$ cat src/rtl/md_csr_stream_bridge.sv
// md_csr_stream_bridge
//   Bridges a 64-bit host CSR window to the md_lr_top particle and force
//   streams. Particle words are assembled from CSRW-bit segment writes into
//   a staging register, then pushed into a particle FIFO that feeds the
//   pvalid/pready port with frame-aware addressing. Force results are
//   captured into a force FIFO whose head the host reads segment-wise and
//   pops explicitly.
//
// Ports
//   clk, reset          clock, asynchronous active-high reset
//   csr_wr_en/addr/data CSR write strobe, index, data
//   csr_rd_addr/data    CSR read index, registered read data (1-cycle latency)
//   pvalid/pready       particle handshake; pwe mirrors pvalid
//   paddr/pdata/plast   particle address, data, end-of-frame marker
//   fvalid/fready       force handshake
//   fdata/flast         force data, end-of-frame marker
//
// CSR map
//   0        STATUS (W1C on bits 5 and 6)
//   1..NPSEG particle staging segments
//   31       PCMD  [0]=push [1]=last
//   32..     force head segments (read-only, zero when force FIFO empty)
//   63       FCMD  [0]=pop
module md_csr_stream_bridge #(
  parameter int CSRW   = 16,
  parameter int PDATAW = 125,
  parameter int FDATAW = 96,
  parameter int PADDRW = 15,
  parameter int PFIFOD = 8,
  parameter int FFIFOD = 8
) (
  input  logic              clk,
  input  logic              reset,
  input  logic              csr_wr_en,
  input  logic [5:0]        csr_wr_addr,
  input  logic [63:0]       csr_wr_data,
  input  logic [5:0]        csr_rd_addr,
  output logic [63:0]       csr_rd_data,
  output logic              pvalid,
  input  logic              pready,
  output logic [PADDRW-1:0] paddr,
  output logic              pwe,
  output logic [PDATAW-1:0] pdata,
  output logic              plast,
  input  logic              fvalid,
  output logic              fready,
  input  logic [FDATAW-1:0] fdata,
  input  logic              flast
);

  localparam int NPSEG = (PDATAW + CSRW - 1) / CSRW;
  localparam int NFSEG = (FDATAW + CSRW - 1) / CSRW;
  localparam int PAW   = $clog2(PFIFOD);
  localparam int PCW   = PAW + 1;
  localparam int FAW   = $clog2(FFIFOD);
  localparam int FCW   = FAW + 1;

  localparam logic [5:0] ADDR_STATUS = 6'd0;
  localparam logic [5:0] ADDR_PCMD   = 6'd31;
  localparam logic [5:0] ADDR_FCMD   = 6'd63;
  localparam logic [5:0] PSEG_END    = 6'(1 + NPSEG);
  localparam logic [5:0] FSEG_END    = 6'(32 + NFSEG);

  localparam logic [PCW-1:0] PFULL = PCW'(PFIFOD);
  localparam logic [FCW-1:0] FFULL = FCW'(FFIFOD);

  // ---------------------------------------------------------------------
  // Write decode
  // ---------------------------------------------------------------------
  logic       wr_status, wr_pcmd, wr_fcmd, wr_pseg;
  logic [4:0] pseg_idx;

  assign wr_status = csr_wr_en && (csr_wr_addr == ADDR_STATUS);
  assign wr_pcmd   = csr_wr_en && (csr_wr_addr == ADDR_PCMD);
  assign wr_fcmd   = csr_wr_en && (csr_wr_addr == ADDR_FCMD);
  assign wr_pseg   = csr_wr_en && (csr_wr_addr >= 6'd1) && (csr_wr_addr < PSEG_END);
  assign pseg_idx  = 5'(csr_wr_addr - 6'd1);

  // Only a subset of the write-data bits is meaningful for narrow CSRW.
  logic unused_wr_data;
  assign unused_wr_data = ^csr_wr_data;

  // ---------------------------------------------------------------------
  // Particle staging register: each bit belongs to exactly one segment, so
  // the top segment is naturally truncated to PDATAW.
  // ---------------------------------------------------------------------
  logic [PDATAW-1:0] staging_reg, staging_next;

  genvar gi, gb;
  generate
    for (gi = 0; gi < PDATAW; gi++) begin : g_stage_bit
      localparam logic [4:0] SEG = 5'(gi / CSRW);
      localparam int         BIT = gi % CSRW;
      assign staging_next[gi] = (wr_pseg && pseg_idx == SEG) ? csr_wr_data[BIT]
                                                             : staging_reg[gi];
    end
  endgenerate

  always_ff @(posedge clk or posedge reset) begin
    if (reset) staging_reg <= '0;
    else       staging_reg <= staging_next;
  end

  // ---------------------------------------------------------------------
  // Particle FIFO
  // ---------------------------------------------------------------------
  logic [PDATAW:0]   pmem [PFIFOD];
  logic [PAW-1:0]    pwr_ptr_reg, prd_ptr_reg;
  logic [PCW-1:0]    pcount_reg;
  logic [15:0]       frames_reg;
  logic              pempty, pfull, push_req, push_ok, p_xfer;
  logic [PDATAW:0]   phead;

  assign pempty   = (pcount_reg == '0);
  assign pfull    = (pcount_reg == PFULL);
  assign push_req = wr_pcmd && csr_wr_data[0];
  // Fullness is judged on the registered count: a same-cycle dequeue does
  // not make room for the push.
  assign push_ok  = push_req && !pfull;
  assign p_xfer   = !pempty && pready;

  assign phead  = pmem[prd_ptr_reg];
  assign pvalid = !pempty;
  assign pwe    = pvalid;
  assign pdata  = phead[PDATAW-1:0];
  assign plast  = phead[PDATAW];

  always_ff @(posedge clk or posedge reset) begin
    if (reset) begin
      for (int i = 0; i < PFIFOD; i++) pmem[i] <= '0;
      pwr_ptr_reg <= '0;
      prd_ptr_reg <= '0;
      pcount_reg  <= '0;
      paddr       <= '0;
      frames_reg  <= '0;
    end else begin
      if (push_ok) begin
        pmem[pwr_ptr_reg] <= {csr_wr_data[1], staging_reg};
        pwr_ptr_reg       <= pwr_ptr_reg + PAW'(1);
      end
      if (p_xfer) begin
        prd_ptr_reg <= prd_ptr_reg + PAW'(1);
        if (plast) begin
          paddr      <= '0;
          frames_reg <= frames_reg + 16'd1;
        end else begin
          paddr      <= paddr + PADDRW'(1);
        end
      end
      if (push_ok && !p_xfer)      pcount_reg <= pcount_reg + PCW'(1);
      else if (!push_ok && p_xfer) pcount_reg <= pcount_reg - PCW'(1);
    end
  end

  // ---------------------------------------------------------------------
  // Force FIFO. fready is registered from the next-state count so that it
  // stays low throughout reset and rises on the first edge afterwards.
  // ---------------------------------------------------------------------
  logic [FDATAW:0]   fmem [FFIFOD];
  logic [FAW-1:0]    fwr_ptr_reg, frd_ptr_reg;
  logic [FCW-1:0]    fcount_reg, fcount_next;
  logic              fready_reg, fempty, ffull, f_capture, pop_req, f_pop_ok;
  logic [FDATAW:0]   fhead;

  assign fempty    = (fcount_reg == '0);
  assign ffull     = (fcount_reg == FFULL);
  assign fready    = fready_reg;
  assign f_capture = fvalid && fready_reg;
  assign pop_req   = wr_fcmd && csr_wr_data[0];
  assign f_pop_ok  = pop_req && !fempty;
  // Stale storage is hidden so an empty FIFO reads back as zero.
  assign fhead     = fempty ? '0 : fmem[frd_ptr_reg];

  always_comb begin
    fcount_next = fcount_reg;
    if (f_capture && !f_pop_ok)      fcount_next = fcount_reg + FCW'(1);
    else if (!f_capture && f_pop_ok) fcount_next = fcount_reg - FCW'(1);
  end

  always_ff @(posedge clk or posedge reset) begin
    if (reset) begin
      for (int i = 0; i < FFIFOD; i++) fmem[i] <= '0;
      fwr_ptr_reg <= '0;
      frd_ptr_reg <= '0;
      fcount_reg  <= '0;
      fready_reg  <= 1'b0;
    end else begin
      if (f_capture) begin
        fmem[fwr_ptr_reg] <= {flast, fdata};
        fwr_ptr_reg       <= fwr_ptr_reg + FAW'(1);
      end
      if (f_pop_ok) frd_ptr_reg <= frd_ptr_reg + FAW'(1);
      fcount_reg <= fcount_next;
      fready_reg <= (fcount_next != FFULL);
    end
  end

  // Force head split into zero-extended CSR segments; unused slots read 0.
  logic [63:0] fseg [32];
  generate
    for (gi = 0; gi < 32; gi++) begin : g_fseg
      for (gb = 0; gb < 64; gb++) begin : g_fbit
        if (gi < NFSEG && gb < CSRW && (gi * CSRW + gb) < FDATAW) begin : g_map
          assign fseg[gi][gb] = fhead[gi*CSRW+gb];
        end else begin : g_zero
          assign fseg[gi][gb] = 1'b0;
        end
      end
    end
  endgenerate

  // ---------------------------------------------------------------------
  // Sticky flags, status and registered readback
  // ---------------------------------------------------------------------
  logic        p_ovf_reg, f_unf_reg;
  logic [8:0]  pcount_w, fcount_w;
  logic [63:0] status_word, rd_next;

  assign pcount_w = 9'(pcount_reg);
  assign fcount_w = 9'(fcount_reg);

  assign status_word = {16'd0, frames_reg, 8'd0, fcount_w[7:0], pcount_w[7:0],
                        1'b0, f_unf_reg, p_ovf_reg, fhead[FDATAW],
                        ffull, fempty, pfull, pempty};

  always_comb begin
    rd_next = '0;
    if (csr_rd_addr == ADDR_STATUS)
      rd_next = status_word;
    else if (csr_rd_addr >= 6'd32 && csr_rd_addr < FSEG_END)
      rd_next = fseg[csr_rd_addr[4:0]];
  end

  always_ff @(posedge clk or posedge reset) begin
    if (reset) begin
      p_ovf_reg   <= 1'b0;
      f_unf_reg   <= 1'b0;
      csr_rd_data <= '0;
    end else begin
      // Set and clear come from different CSR addresses, so they never
      // collide in one cycle.
      if (push_req && pfull)                    p_ovf_reg <= 1'b1;
      else if (wr_status && csr_wr_data[5])     p_ovf_reg <= 1'b0;
      if (pop_req && fempty)                    f_unf_reg <= 1'b1;
      else if (wr_status && csr_wr_data[6])     f_unf_reg <= 1'b0;
      csr_rd_data <= rd_next;
    end
  end

endmodule

$ cat config.mk
export PLATFORM = sky130hd
export DESIGN_NAME = md_csr_stream_bridge
export DESIGN_NICKNAME = d
export VERILOG_FILES = /design/src/rtl/md_csr_stream_bridge.sv
export SDC_FILE = /design/constraint.sdc
export NUM_CORES = 2
export LEC_CHECK = 0
export CORE_ASPECT_RATIO = 0.9
export CORE_MARGIN = 2
export CORE_UTILIZATION = 35
export DETAILED_ROUTE_END_ITERATION = 16
export GPL_TIMING_DRIVEN = 1
export PLACE_DENSITY_LB_ADDON = 0.1
export SETUP_SLACK_MARGIN = 0.5
export SLEW_MARGIN = 15
export SYNTH_ARGS = -nofsm -noshare
export SYNTH_HDL_FRONTEND = slang
export SYNTH_SLANG_ARGS = --single-unit
$ cat constraint.sdc
create_clock -name clk -period 217.9 [get_ports clk]
set_input_delay 43.58 -clock clk [delete_from_list [all_inputs] [get_ports clk]]
set_output_delay 43.58 -clock clk [all_outputs]
set_load 0.05 [all_outputs]
==> flow_summary.json <==
{
  "status": "completed",
  "preCtsSetupSlack_ns": 169.36,
  "fillers": 23700,
  "cts.htree.levels": 4,
  "cp_top_family": "buffers and inverters",
  "grt_overflow": 0,
  "worstSetupStartpointType": "register",
  "cts_tree": "done",
  "io_buffers": 309,
  "cp.required_ns": 174.32,
  "path_common_cell": "buf_4",
  "p_leak_nw": 47.3,
  "ys_seq_elements": 1999,
  "placed_area_um2": 94800,
  "grt_max_degree": 169,
  "cts_buffer_depth": 4,
  "tightest_slew_ns": 1.14,
  "drv_cap": 0,
  "finalClockSkew_ns": 0.0369,
  "grt_pass1_wl_mm": 391,
  "drc": 0,
  "first_global_vias": 56300,
  "numCtsBuffers": 229,
  "timing.final.ws_setup_ns": 169.09,
  "largest_register_ffs": 1008,
  "slowest_stage": "buf_4",
  "synth-seq-area-share": 0.562,
  "final_common_cell": "dfrtp_1",
  "path_buf_inv": 3,
  "crit_chain": "buf_4 > buf_4 > mux4_2 > mux2_2 > clkdlybuf4s50_1",
  "antenna_found_initial": 61,
  "syn2layout_area_growth_pct": 14.5,
  "first_pass_iters": 6,
  "vias_per_cell": 5.18,
  "die_h_um": 483,
  "worst_path_largest_cell_delay_ns": 0.93,
  "maxSlewHeadroom": 0.240,
  "final_cell_mix": "1993 x dfrtp_1, 1574 x nand2_1, 1441 x mux2_2, 451 x mux4_2, 306 x clkdlybuf4s50_1",
  "avgRoutedWirePerCell_um": 25.6,
  "power_density_nw_per_um2": 11.0,
  "die_w_um": 536,
  "clk_pin_slew_ns": 0.06,
  "drt_iter0_markers": 3224,
  "layout-drive-gt1-share": 0.351,
  "ir_drop_mv": 0.00656,
  "finalSetupViolations": 0,
  "ioPinCount": 386,
  "nets": 6847,
  "insertion_delay_ns": 0.88,
  "synthCells": 6530,
  "synthArstFlopShare": 1.00,
  "cp-end-kind": "primary output",
  "fin_util": 0.403,
  "holdPathStages": 2,
  "place.gp.congestion": 0.740,
  "max_freq_mhz": 20.5,
  "synth-main-ff-cell": "dfrtp_1",
  "critPathKind": "register to primary output",
  "fin_crit_sh": 0.224,
  "cts_resized": 0,
  "final_cell_area_um2": 102000,
  "arrival_ns": 5.23,
  "num_vias": 52800,
  "netlist_area_um2": 89100,
  "ctsRootBufferMaster": "clkbuf_16",
  "dp_hpwl_mm": 147,
  "initial_core_util": 0.352,
  "rsz0062_at_grt": "no",
  "reg2reg_setup_slack_ns": 212.78,
  "r2r_cells": 8,
  "synth.avg_cell_area_um2": 13.6,
  "fin_setup_tns_ns": 0,
  "power_mw": 1.13,
  "cts_hold_buffers": 0,
  "synth_edf_count": 0,
  "cp.depth": 5,
  "slew_violations": 0,
  "totalWireLength_mm": 261,
  "grt_use_total": 0.203,
  "cts.sinks": 1999,
  "synth_cell_types": 69,
  "hold_violations": 0,
  "crit_fanout": 59,
  "period_minus_slack_ns": 48.81,
  "rows": 175,
  "cts_setup_buffers": 0,
  "ys.warnings.count": 0,
  "worstHoldPathType": "register to register",
  "die_area_um2": 258000,
  "coreArea_um2": 253000,
  "postRouteAntennaNets": 0
}
-- cells by family after synthesis --
family                   Yosys count  share of synthesized area
multiplexers                    2023                      0.312
flip-flops                      1999                      0.562
AND/OR/NAND/NOR                 1752                     0.0784
buffers and inverters            577                     0.0321
AO/OA/AOI/OAI                    126                    0.00968
XOR/XNOR                          40                    0.00393
adder cells (fa/ha/maj)           12                    0.00177
other                              1                  0.0000421
-- final cells by class --
type,count,area [um2],share of cell area
flip-flops and latches,1999,50000,0.491
multi-input cells,3981,36400,0.357
clock buffers,348,6830,0.0670
well taps,3363,4210,0.0412
repair buffers,434,4120,0.0404
clock inverters,41,340,0.00334
inverters,12,52.6,0.000515
diodes,8,20.0,0.000196
-- worst paths after layout --
kind,to,start
max,plast,prd_ptr_reg[1]
min,pmem[160],pmem[160]
max reg2reg,frames_reg[15],prd_ptr_reg[1]
min reg2reg,pmem[160],pmem[160]
max in group asynchronous,csr_rd_data[18],reset
min in group asynchronous,csr_rd_data[7],reset
-- synth_stat cells, drive strengths merged (3+ instances only) --
cell type | n | share of area
a22o | 5 | 0.00049
and3 | 27 | 0.0019
nor4b | 3 | 0.00053
mux2i | 35 | 0.0039
nor2b | 9 | 0.00063
buf | 329 | 0.022
mux2 | 1537 | 0.19
or3 | 4 | 0.00028
mux4 | 451 | 0.11
nand2 | 1574 | 0.066
nand4 | 15 | 0.0011
nand3 | 27 | 0.0015
or4 | 3 | 0.00025
or2 | 4 | 0.00028
and4 | 6 | 0.00059
xnor2 | 27 | 0.0027
nor3 | 11 | 0.00086
o21ai | 27 | 0.0015
nand2b | 5 | 0.00035
a211oi | 4 | 0.00034
o2111ai | 3 | 0.00030
xor2 | 13 | 0.0013
clkbuf | 236 | 0.010
dfrtp | 1999 | 0.56
inv | 12 | 0.00051
nand4b | 3 | 0.00046
nor4 | 3 | 0.00021
a2111oi | 3 | 0.00030
ha | 11 | 0.0015
nor3b | 3 | 0.00031
a22oi | 27 | 0.0023
o211ai | 5 | 0.00042
and2 | 6 | 0.00042
a31oi | 13 | 0.00091
a221o | 3 | 0.00034
a311oi | 5 | 0.00049
a21oi | 18 | 0.0010
nor2 | 45 | 0.0019
-- tightest hold or removal path: cells and delay by family, from the launching register on --
kind	cells	cell delay (ns)
DFF	1	0.33
and+or+nand+nor	2	0.10
-- report_power, final --
group          switching [mW]  internal [mW]  total (mW)
Sequential             0.0517          0.451       0.503
Clock                   0.155          0.218       0.373
Combinational           0.111          0.139       0.250
-- metal layers --
layer / up-vias / part of all wire / GRT usage
met5: - / 0.00091 / 0
met4: 36 / 0.024 / 0.0491
met3: 388 / 0.041 / 0.0325
met2: 974 / 0.50 / 0.352
met1: 28300 / 0.43 / 0.267
li1: 23100 / - / -
-- through the flow --
stage,cells,hold slack (ns)
after floorplan,6557,0.433
after global placement,9788,0.444
after detailed placement,9789,0.450
after CTS,10200,0.463
after global routing,10200,0.478
final,10200,0.459
Power figures use the tool's default switching activity.
